$ cat src/rtl/zl_rs_pkg.sv
// Shared Reed-Solomon helpers: width function, encoder state encoding and
// generator-coefficient unpacking for the zl_rs encoder/decoder family.
package zl_rs_pkg;

   typedef enum logic {
      ST_DATA   = 1'b0,
      ST_PARITY = 1'b1
   } rs_state_t;

   localparam int GX_MAX_BITS = 4096;

   // Width needed to hold 0..value-1, never below one bit.
   function automatic int clog2(input int value);
      int w;
      w = 1;
      for (int i = 1; i < 32; i++) begin
         if ((1 << w) < value) w = w + 1;
      end
      return w;
   endfunction

   function automatic logic [15:0] gx_coef(input logic [GX_MAX_BITS-1:0] gx,
                                           input int m,
                                           input int idx);
      logic [GX_MAX_BITS-1:0] sh;
      logic [31:0]            mask;
      sh   = gx >> (m * idx);
      mask = (32'h1 << m) - 32'h1;
      return 16'(sh[31:0] & mask);
   endfunction

endpackage

$ cat src/rtl/zl_gf_mul.sv
// Combinational GF(2^M) multiplier, shift-and-add reduced by field polynomial POLY.
module zl_gf_mul #(
   parameter int         M    = 8,
   parameter logic [M:0] POLY = '0
) (
   input  logic [M-1:0] i_a,
   input  logic [M-1:0] i_b,
   output logic [M-1:0] o_p
);

   logic [M-1:0] w_acc;
   logic [M-1:0] w_sh;

   always_comb begin
      w_acc = '0;
      w_sh  = i_a;
      for (int i = 0; i < M; i++) begin
         if (i_b[i]) w_acc = w_acc ^ w_sh;
         w_sh = (w_sh << 1) ^ (w_sh[M-1] ? POLY[M-1:0] : '0);
      end
   end

   assign o_p = w_acc;

endmodule

$ cat src/rtl/zl_rs_enc_step.sv
// One LFSR step of the RS parity bank: new[i] = old[i-1] ^ fb*g[i].
// i_old_sh is the old bank already shifted up by one symbol (symbol 0 is zero).
module zl_rs_enc_step
   import zl_rs_pkg::*;
#(
   parameter int              M       = 8,
   parameter int              NK      = 16,
   parameter logic [M*NK-1:0] G_x     = '0,
   parameter logic [M:0]      Gf_poly = '0
) (
   input  logic [M-1:0]    i_fb,
   input  logic [M*NK-1:0] i_old_sh,
   output logic [M*NK-1:0] o_new
);

   localparam logic [GX_MAX_BITS-1:0] G_X_EXT = GX_MAX_BITS'(G_x);

   genvar gi;
   generate
      for (gi = 0; gi < NK; gi++) begin : g_tap
         localparam logic [M-1:0] G_COEF = M'(gx_coef(G_X_EXT, M, gi));
         logic [M-1:0] w_prod;

         zl_gf_mul #(
            .M    (M),
            .POLY (Gf_poly)
         ) u_mul (
            .i_a (i_fb),
            .i_b (G_COEF),
            .o_p (w_prod)
         );

         assign o_new[M*gi +: M] = i_old_sh[M*gi +: M] ^ w_prod;
      end
   endgenerate

endmodule

$ cat src/rtl/zl_rs_encoder_il.sv
// Interleaved, runtime-shortenable systematic RS encoder, one symbol per clock.
// Optional macro ZL_RS_ENC_SHORTEN_EN adds the msg_len port (per-frame length).
module zl_rs_encoder_il
   import zl_rs_pkg::*;
#(
   parameter int                   N       = 255,
   parameter int                   K       = 239,
   parameter int                   M       = 8,
   parameter logic [M*(N-K)-1:0]   G_x     = '0,
   parameter logic [M:0]           Gf_poly = '0,
   parameter int                   DEPTH   = 1
) (
   input  logic         clk,
   input  logic         rst,
`ifdef ZL_RS_ENC_SHORTEN_EN
   input  logic [M-1:0] msg_len,
`endif
   input  logic         data_in_req,
   output logic         data_in_ack,
   input  logic [M-1:0] data_in,
   output logic         data_out_req,
   input  logic         data_out_ack,
   output logic [M-1:0] data_out,
   output logic         data_out_parity,
   output logic         data_out_eof
);

   localparam int NK     = N - K;
   localparam int LANE_W = clog2(DEPTH);
   localparam int ROW_W  = clog2(K);
   localparam int PAR_W  = clog2(DEPTH * NK);
   localparam int P_W    = clog2(NK);
   localparam logic [M-1:0] K_M = M'(K);

   rs_state_t          r_state;
   rs_state_t          w_state_next;
   logic [LANE_W-1:0]  r_lane, w_lane_next;
   logic [ROW_W-1:0]   r_row, w_row_next;
   logic [PAR_W-1:0]   r_par, w_par_next;
   logic [P_W-1:0]     r_pidx, w_pidx_next;
   logic [M*NK-1:0]    r_bank [DEPTH];

   logic [M*NK-1:0]    w_lane_bank;
   logic [M*NK-1:0]    w_old;
   logic [M*NK-1:0]    w_new;
   logic [M-1:0]       w_fb;
   logic [M-1:0]       w_len;
   logic [M-1:0]       w_par_sym;
   logic               w_row0;
   logic               w_lane_last;
   logic               w_row_last;
   logic               w_par_last;
   logic               w_bank_we;

   assign w_row0      = (r_row == '0);
   assign w_lane_last = (r_lane == LANE_W'(DEPTH - 1));
   assign w_par_last  = (r_par == PAR_W'(DEPTH * NK - 1));

`ifdef ZL_RS_ENC_SHORTEN_EN
   logic [M-1:0] r_len;
   logic [M-1:0] w_len_in;
   logic         w_first;

   assign w_len_in = ((msg_len == '0) || (msg_len > K_M)) ? K_M : msg_len;
   assign w_first  = w_row0 && (r_lane == '0);
   // The first symbol of a frame uses the live length, later ones the held copy.
   assign w_len    = w_first ? w_len_in : r_len;

   always_ff @(posedge clk or posedge rst) begin
      if (rst) begin
         r_len <= K_M;
      end else if (r_state == ST_DATA && data_in_req && data_out_ack && w_first) begin
         r_len <= w_len_in;
      end
   end
`else
   assign w_len = K_M;
`endif

   assign w_row_last = (M'(r_row) == (w_len - M'(1)));

   // Row 0 reads an implicit all-zero bank, so frames need no clear cycle.
   assign w_lane_bank = r_bank[r_lane];
   assign w_old       = w_row0 ? '0 : w_lane_bank;
   assign w_fb        = data_in ^ w_old[M*NK-1 -: M];
   assign w_par_sym   = w_lane_bank[M*r_pidx +: M];

   zl_rs_enc_step #(
      .M       (M),
      .NK      (NK),
      .G_x     (G_x),
      .Gf_poly (Gf_poly)
   ) u_step (
      .i_fb     (w_fb),
      .i_old_sh (w_old << M),
      .o_new    (w_new)
   );

   always_comb begin
      w_state_next    = r_state;
      w_lane_next     = r_lane;
      w_row_next      = r_row;
      w_par_next      = r_par;
      w_pidx_next     = r_pidx;
      w_bank_we       = 1'b0;
      data_in_ack     = 1'b0;
      data_out_req    = 1'b0;
      data_out        = '0;
      data_out_parity = 1'b0;
      data_out_eof    = 1'b0;
      case (r_state)
         ST_DATA: begin
            data_out_req = data_in_req;
            data_in_ack  = data_out_ack;
            data_out     = data_in;
            if (data_in_req && data_out_ack) begin
               w_bank_we = 1'b1;
               if (w_lane_last) begin
                  w_lane_next = '0;
                  if (w_row_last) begin
                     w_row_next   = '0;
                     w_state_next = ST_PARITY;
                  end else begin
                     w_row_next = r_row + ROW_W'(1);
                  end
               end else begin
                  w_lane_next = r_lane + LANE_W'(1);
               end
            end
         end
         ST_PARITY: begin
            data_out_req    = 1'b1;
            data_out        = w_par_sym;
            data_out_parity = 1'b1;
            data_out_eof    = w_par_last;
            if (data_out_ack) begin
               if (w_par_last) begin
                  w_par_next   = '0;
                  w_lane_next  = '0;
                  w_pidx_next  = P_W'(NK - 1);
                  w_state_next = ST_DATA;
               end else begin
                  w_par_next = r_par + PAR_W'(1);
                  if (w_lane_last) begin
                     w_lane_next = '0;
                     w_pidx_next = r_pidx - P_W'(1);
                  end else begin
                     w_lane_next = r_lane + LANE_W'(1);
                  end
               end
            end
         end
         default: w_state_next = ST_DATA;
      endcase
   end

   always_ff @(posedge clk or posedge rst) begin
      if (rst) begin
         r_state <= ST_DATA;
         r_lane  <= '0;
         r_row   <= '0;
         r_par   <= '0;
         r_pidx  <= P_W'(NK - 1);
      end else begin
         r_state <= w_state_next;
         r_lane  <= w_lane_next;
         r_row   <= w_row_next;
         r_par   <= w_par_next;
         r_pidx  <= w_pidx_next;
      end
   end

   always_ff @(posedge clk or posedge rst) begin
      if (rst) begin
         for (int i = 0; i < DEPTH; i++) r_bank[i] <= '0;
      end else if (w_bank_we) begin
         r_bank[r_lane] <= w_new;
      end
   end

endmodule

$ cat config.mk
export PLATFORM = sky130hd
export DESIGN_NAME = zl_rs_encoder_il
export DESIGN_NICKNAME = d
export VERILOG_FILES = /design/src/rtl/zl_rs_pkg.sv /design/src/rtl/zl_gf_mul.sv /design/src/rtl/zl_rs_enc_step.sv /design/src/rtl/zl_rs_encoder_il.sv
export SDC_FILE = /design/constraint.sdc
export NUM_CORES = 1
export LEC_CHECK = 0
export BUFFER_PORTS_ARGS = -buffer_cell sky130_fd_sc_hd__buf_2
export CELL_PAD_IN_SITES_DETAIL_PLACEMENT = 0
export CELL_PAD_IN_SITES_GLOBAL_PLACEMENT = 1
export CORE_ASPECT_RATIO = 0.75
export CORE_MARGIN = 2
export CORE_UTILIZATION = 45
export DETAILED_ROUTE_END_ITERATION = 12
export HOLD_SLACK_MARGIN = 0.06
export MAX_ROUTING_LAYER = met4
export PLACE_DENSITY = 0.92
export SLEW_MARGIN = 0
export SYNTH_ARGS = -nofsm -noshare
export SYNTH_HDL_FRONTEND = slang
export SYNTH_HIERARCHICAL = 1
export SYNTH_SLANG_ARGS = --single-unit
$ cat constraint.sdc
create_clock -name clk -period 4.2 [get_ports clk]
set_clock_uncertainty 0.2 [all_clocks]
set_input_delay 0.42 -clock clk [delete_from_list [all_inputs] [get_ports clk]]
set_output_delay 0.42 -clock clk [all_outputs]
set_load 0.02 [all_outputs]
-- Word level (Yosys, flattened, before mapping)
Cells that the tools add are included.
- add/sub/neg operators: 4
- multiply operators: 0
- div/mod/pow operators: 0
- order comparisons: 2
- equal/unequal tests: 5
- shifts and indexed selects: 1
- mux-type cells: 26
- bitwise gates (word level): 2
- reduce and logical (&&, ||, !) cells: 7
- operator list (cell ; count):
    128-bit two-way mux ; 2
    128-bit bitwise mux ; 1
    128-bit by 8-bit variable part select with 8-bit output ; 1
    120-bit two-way mux ; 1
    8-bit case mux with 2 select lines ; 1
    1-bit two-way mux ; 14
    4-bit two-way mux ; 3
    8-bit by 1-bit adder with 8-bit output (second input constant) ; 1
    8-bit == test (second input constant) ; 1
    8-bit logical NOT ; 1
    8-bit two-way mux ; 1
    1-bit case mux with 2 select lines ; 3
    3-bit AND reduction ; 2
    4-bit by 1-bit adder with 4-bit output (second input constant) ; 1
    4-bit == test (second input constant) ; 1
    2-bit inequality test (second input constant) ; 2
    2-bit AND reduction ; 2
    4-bit by 1-bit subtractor with 4-bit output (second input constant) ; 1
    1-bit logical AND ; 2
    2-bit by 1-bit inequality test with 1-bit output (second input constant) ; 1
    1-bit inverter ; 2
    1-bit adder (second input constant) ; 1
    1-bit greater-or-equal comparator (second input constant) ; 1
    1-bit < comparator (second input constant) ; 1
- flip-flop bits (word level): 146
- latch bits: 0
- memory bits (writable): 0
- memory bits (read-only): 0
- bits of input ports: 12
- output and inout port bits: 12
- logic and storage cells: 53
- memories: 0

-- Depth between registers and ports, before layout
- word-level depth: 5
- gate-level depth with buffers: 15
- depth with buffers taken out: 13

-- Modules after synthesis
The synthesis kept the hierarchy.
- by module, submodules not included (module ; instances ; cells an instance ; area each (µm²) ; seq. area each (µm²)):
    zl_rs_encoder_il ; 1 ; 868 ; 7658.6 ; 3633.5
    zl_gf_mul at u_step.g_tap[14].u_mul ... ; 11 ; 64 ; 401.6 ; 0.0
    zl_gf_mul at u_step.g_tap[0].u_mul ... ; 5 ; 65 ; 389.1 ; 0.0
    zl_rs_enc_step ; 1 ; 129 ; 1124.8 ; 0.0

-- Worst setup path after synthesis
No wires, ideal clock.
- kind: reg-to-output
- start: register r_pidx[0]
- end: output data_out[3]
- data arrival time: 1779 ps
- required time: 3580 ps
- slack: 1801 ps
- cell stages (with the launch flop): 5
- buffers on the path: 1
- cells stage by stage: dfstp_2 -> buf_2 -> mux4_4 -> o22ai_1 -> a21oi_1
- word-level cells in the longest chain between the ends: 2
- RTL lines (what ; RTL line ; source):
    start, declared ; zl_rs_encoder_il.sv:40 ; logic [P_W-1:0] r_pidx, w_pidx_next;
    start signal, assigned ; zl_rs_encoder_il.sv:163 ; r_pidx <= P_W'(NK - 1);
    start signal, assigned ; zl_rs_encoder_il.sv:169 ; r_pidx <= w_pidx_next;
    128-bit by 8-bit variable part select with 8-bit output ; zl_rs_encoder_il.sv:86 ; assign w_par_sym = w_lane_bank[M*r_pidx +: M];
    8-bit case mux with 2 select lines ; zl_rs_encoder_il.sv:111 ; case (r_state)
    end, declared ; zl_rs_encoder_il.sv:23 ; output logic [M-1:0] data_out,
Every way passes these cells.

-- Final worst setup path
- start: register r_pidx[2]
- end: output data_out[7]
The elaborated chain is that of the path after synthesis.

==> impl_metrics.py <==
metrics = {
    "run_status": {
        "status": "finished, final reports clean",
    },
    "drt": {
        "viasPerCell": 4.27,
        "wire_per_inst_um": 11.8,
        "ant_nets": 0,
        "firstDrtPassIters": 4,
        "num_vias": 13100,
        "dr.first_iter.drc_count": 866,
        "drcViolationCount": 0,
        "routed_wirelength_um": 36200,
    },
    "hold_path": {
        "hold_start": "data_out_ack",
        "min_to": "r_state",
        "holdPathStages": 3,
        "hp-class": "primary input to flop",
    },
    "synthesis": {
        "ys.flop_type": "dfrtp_1",
        "yosys_warnings": 6,
        "synth_most_common_cell": "nand2_1",
        "synthDistinctLibCells": 39,
        "synth_top_cell_by_area": "nand2_1",
        "yosysSeqAreaShare": 0.240,
        "netlist.area_leader.share": 0.238,
        "ys_async_sr_fraction": 1.00,
        "synth.cell_area_um2": 15100,
        "yosys-top-cells-area": "nand2_1 (24%), dfrtp_1 (23%), xnor2_1 (19%)",
        "ys_ff_latch": 145,
        "synth.avg_cell_area_um2": 7.48,
        "synth_common_cells": "nand2_1 (961), xnor2_1 (326), xor2_1 (243)",
        "synthCells": 2026,
        "synth-edff-count": 0,
    },
    "setup_path": {
        "critPathRequiredTime_ns": 3.58,
        "cp.arrival_ns": 2.78,
        "crit_fanout": 19,
        "reg2reg_slack_ns": 1.20,
        "worstReg2RegStart": "r_row[0]",
        "reg2reg_to": "r_bank[41]",
        "startpoint_type": "flop",
        "endpoint_kind": "output pin",
        "crit_type": "flop to output pin",
        "r2r_cells": 8,
    },
    "timing": {
        "setup_viol": 0,
        "tns_ns": 0,
        "period_minus_slack_ns": 3.40,
        "worst_pin_slew_ns": 1.22,
        "fin_hold_ws_ns": 0.124,
        "rsz0062_at_grt": "false",
        "max_freq_ghz": 0.294,
        "maxSlewHeadroom": 0.188,
        "fin_crit_sh": 0.811,
        "hold_violations": 0,
        "setup_ws_ns": 0.795,
        "slew_violations": 0,
    },
    "global_route": {
        "grt_antenna_before_repair": 0,
        "grt_pass1_wl_um": 61200,
        "grt.overflow.total": 0,
        "globalRouteTotalUtil": 0.220,
        "grt_max_degree": 129,
        "grt_pass1_vias": 12400,
    },
    "placed_design": {
        "place.gp.congestion": 0.774,
        "io_buffers": 23,
        "pre_cts_slack_ns": 1.22,
        "place_area_um2": 18000,
        "dpl.hpwl_um": 22600,
    },
    "floorplan": {
        "die_y_um": 163,
        "dieWidth_um": 216,
        "core_area_um2": 33300,
        "initial_core_util": 0.455,
        "rows": 58,
        "io_pins": 24,
        "die_area_um2": 35200,
    },
    "final_layout": {
        "area_growth_pct": 22.6,
        "n_fill_cell": 3121,
        "final_area_um2": 18600,
        "drive_gt1_frac": 0.0629,
        "final_net_count": 2628,
        "diodes": 0,
    },
    "power_and_ir_drop": {
        "powerDensity_nw_per_um2": 776,
        "ir_worst_vdd_uv": 381,
        "p_leak_nw": 9.44,
    },
    "clocking": {
        "hold_buffers": 1,
        "root_buffer": "clkbuf_16",
        "cts_resized": 0,
        "clock_latency_ns": 0.43,
        "clockBufferDepth": 2,
        "cts_setup_buffers": 0,
        "clock_sinks": 145,
        "cts.reportedPaths.clkPinSlew_ns": 0.06,
        "cts_tree": "built",
        "cts_made_buffers": 17,
        "htreeDepth": 4,
    },
    "run": {
        "drv_cap": 0,
    },
}
==> cell usage in the layout, fill, tap and decap left out, types with 2 or more instances in the layout <==
master / synthesis / layout
nand2_1: 961 / 960
conb_1: 2 / 584
xnor2_1: 326 / 318
xor2_1: 243 / 243
dfrtp_1: 141 / 141
and2_1: 122 / 122
xnor2_2: 22 / 30
buf_2: 11 / 23
mux4_2: 18 / 18
o22ai_1: 17 / 17
clkbuf_16: 0 / 17
buf_4: 1 / 16
and2_2: 16 / 16
mux4_1: 12 / 12
nand2_2: 11 / 11
a21oi_1: 9 / 9
o21ai_0: 8 / 8
nor2_1: 8 / 8
mux2_2: 8 / 8
nand4_1: 5 / 5
ha_1: 5 / 5
clkinv_2: 0 / 5
inv_1: 5 / 4
clkbuf_1: 40 / 4
clkbuf_8: 0 / 4
buf_12: 1 / 4
dfstp_2: 4 / 4
nor3_1: 3 / 3
nor4_1: 3 / 3
nand3_1: 3 / 3
or2_2: 2 / 2
mux4_4: 2 / 2
and3_1: 2 / 2
a31oi_1: 2 / 2
==> final cells by class <==
type                            count  area, um2  area share
Clock buffer                       25        495      0.0267
Tap cell                          450        563      0.0303
Inverter                            6       26.3     0.00142
Clock inverter                      6       55.1     0.00297
Multi-Input combinational cell   2397      13500       0.725
Timing Repair Buffer               44        325      0.0175
Sequential cell                   145       3630       0.196
==> per-stage QoR <==
step / util / instances / power (mW)
6_report: 0.557 / 3073 / 14.4
5_1_grt: 0.557 / 3073 / 15.7
4_1_cts: 0.557 / 3073 / 13.9
3_5_place_dp: 0.540 / 3041 / 12.4
3_3_place_gp: 0.540 / 3041 / 12.3
2_1_floorplan: - / 2608 / 11.2
==> sequential cells by signal, summed over array words and instances, names as in the netlist <==
signal	count
r_par	4
r_pidx	4
r_bank	128
r_row	8
r_state	1
==> critical path, cell delays in order, from the launching register on <==
cell and delay (ns):
dfstp_2 0.78, buf_12 0.24, mux4_1 0.65, mux2_2 0.30, o22ai_1 0.11, a21oi_1 0.07, buf_2 0.18
==> power breakdown <==
group | internal, mW | leakage (nW) | switching [mW]
Sequential | 2.05 | 1.81 | 0.618
Clock | 0.870 | 0.277 | 0.598
Combinational | 4.89 | 7.36 | 5.39
Total | 7.81 | 9.44 | 6.60
==> layer usage <==
layer / wire length, um / share of wire / vias to the layer above / track usage
met5: 0 / 0 / - / -
li1: - / - / 6838 / -
met1: 17000 / 0.47 / 6032 / 0.290
met4: 442 / 0.012 / 0 / 0.0498
met3: 1460 / 0.040 / 33 / 0.0282
met2: 17300 / 0.48 / 223 / 0.364
==> worst max-delay path by stage <==
stage          startpoint  slack (ns)  cells after the start     endpoint
2_1_floorplan         rst        1.76                      1    r_bank[0]
3_3_place_gp    r_pidx[0]        1.21                      4  data_out[7]
3_5_place_dp    r_pidx[0]        1.22                      4  data_out[7]
4_1_cts         r_pidx[0]        0.74                      4  data_out[7]
5_1_grt         r_pidx[2]        0.71                      6  data_out[7]
6_report        r_pidx[2]        0.80                      6  data_out[7]
==> kinds of logic (layout without fill, tap and decap cells) <==
kind of cell    count (synthesis)  in the layout  synth area share
simple gates                 1140           1140             0.312
fa+ha+maj                       5              5           0.00413
flops                         145            145             0.240
buf+inv                        66             81            0.0201
xor+xnor                      591            591             0.353
compound gates                 37             37            0.0140
other cells                     2            584          0.000496
mux                            40             40            0.0568
Power figures use the tool's default switching activity.
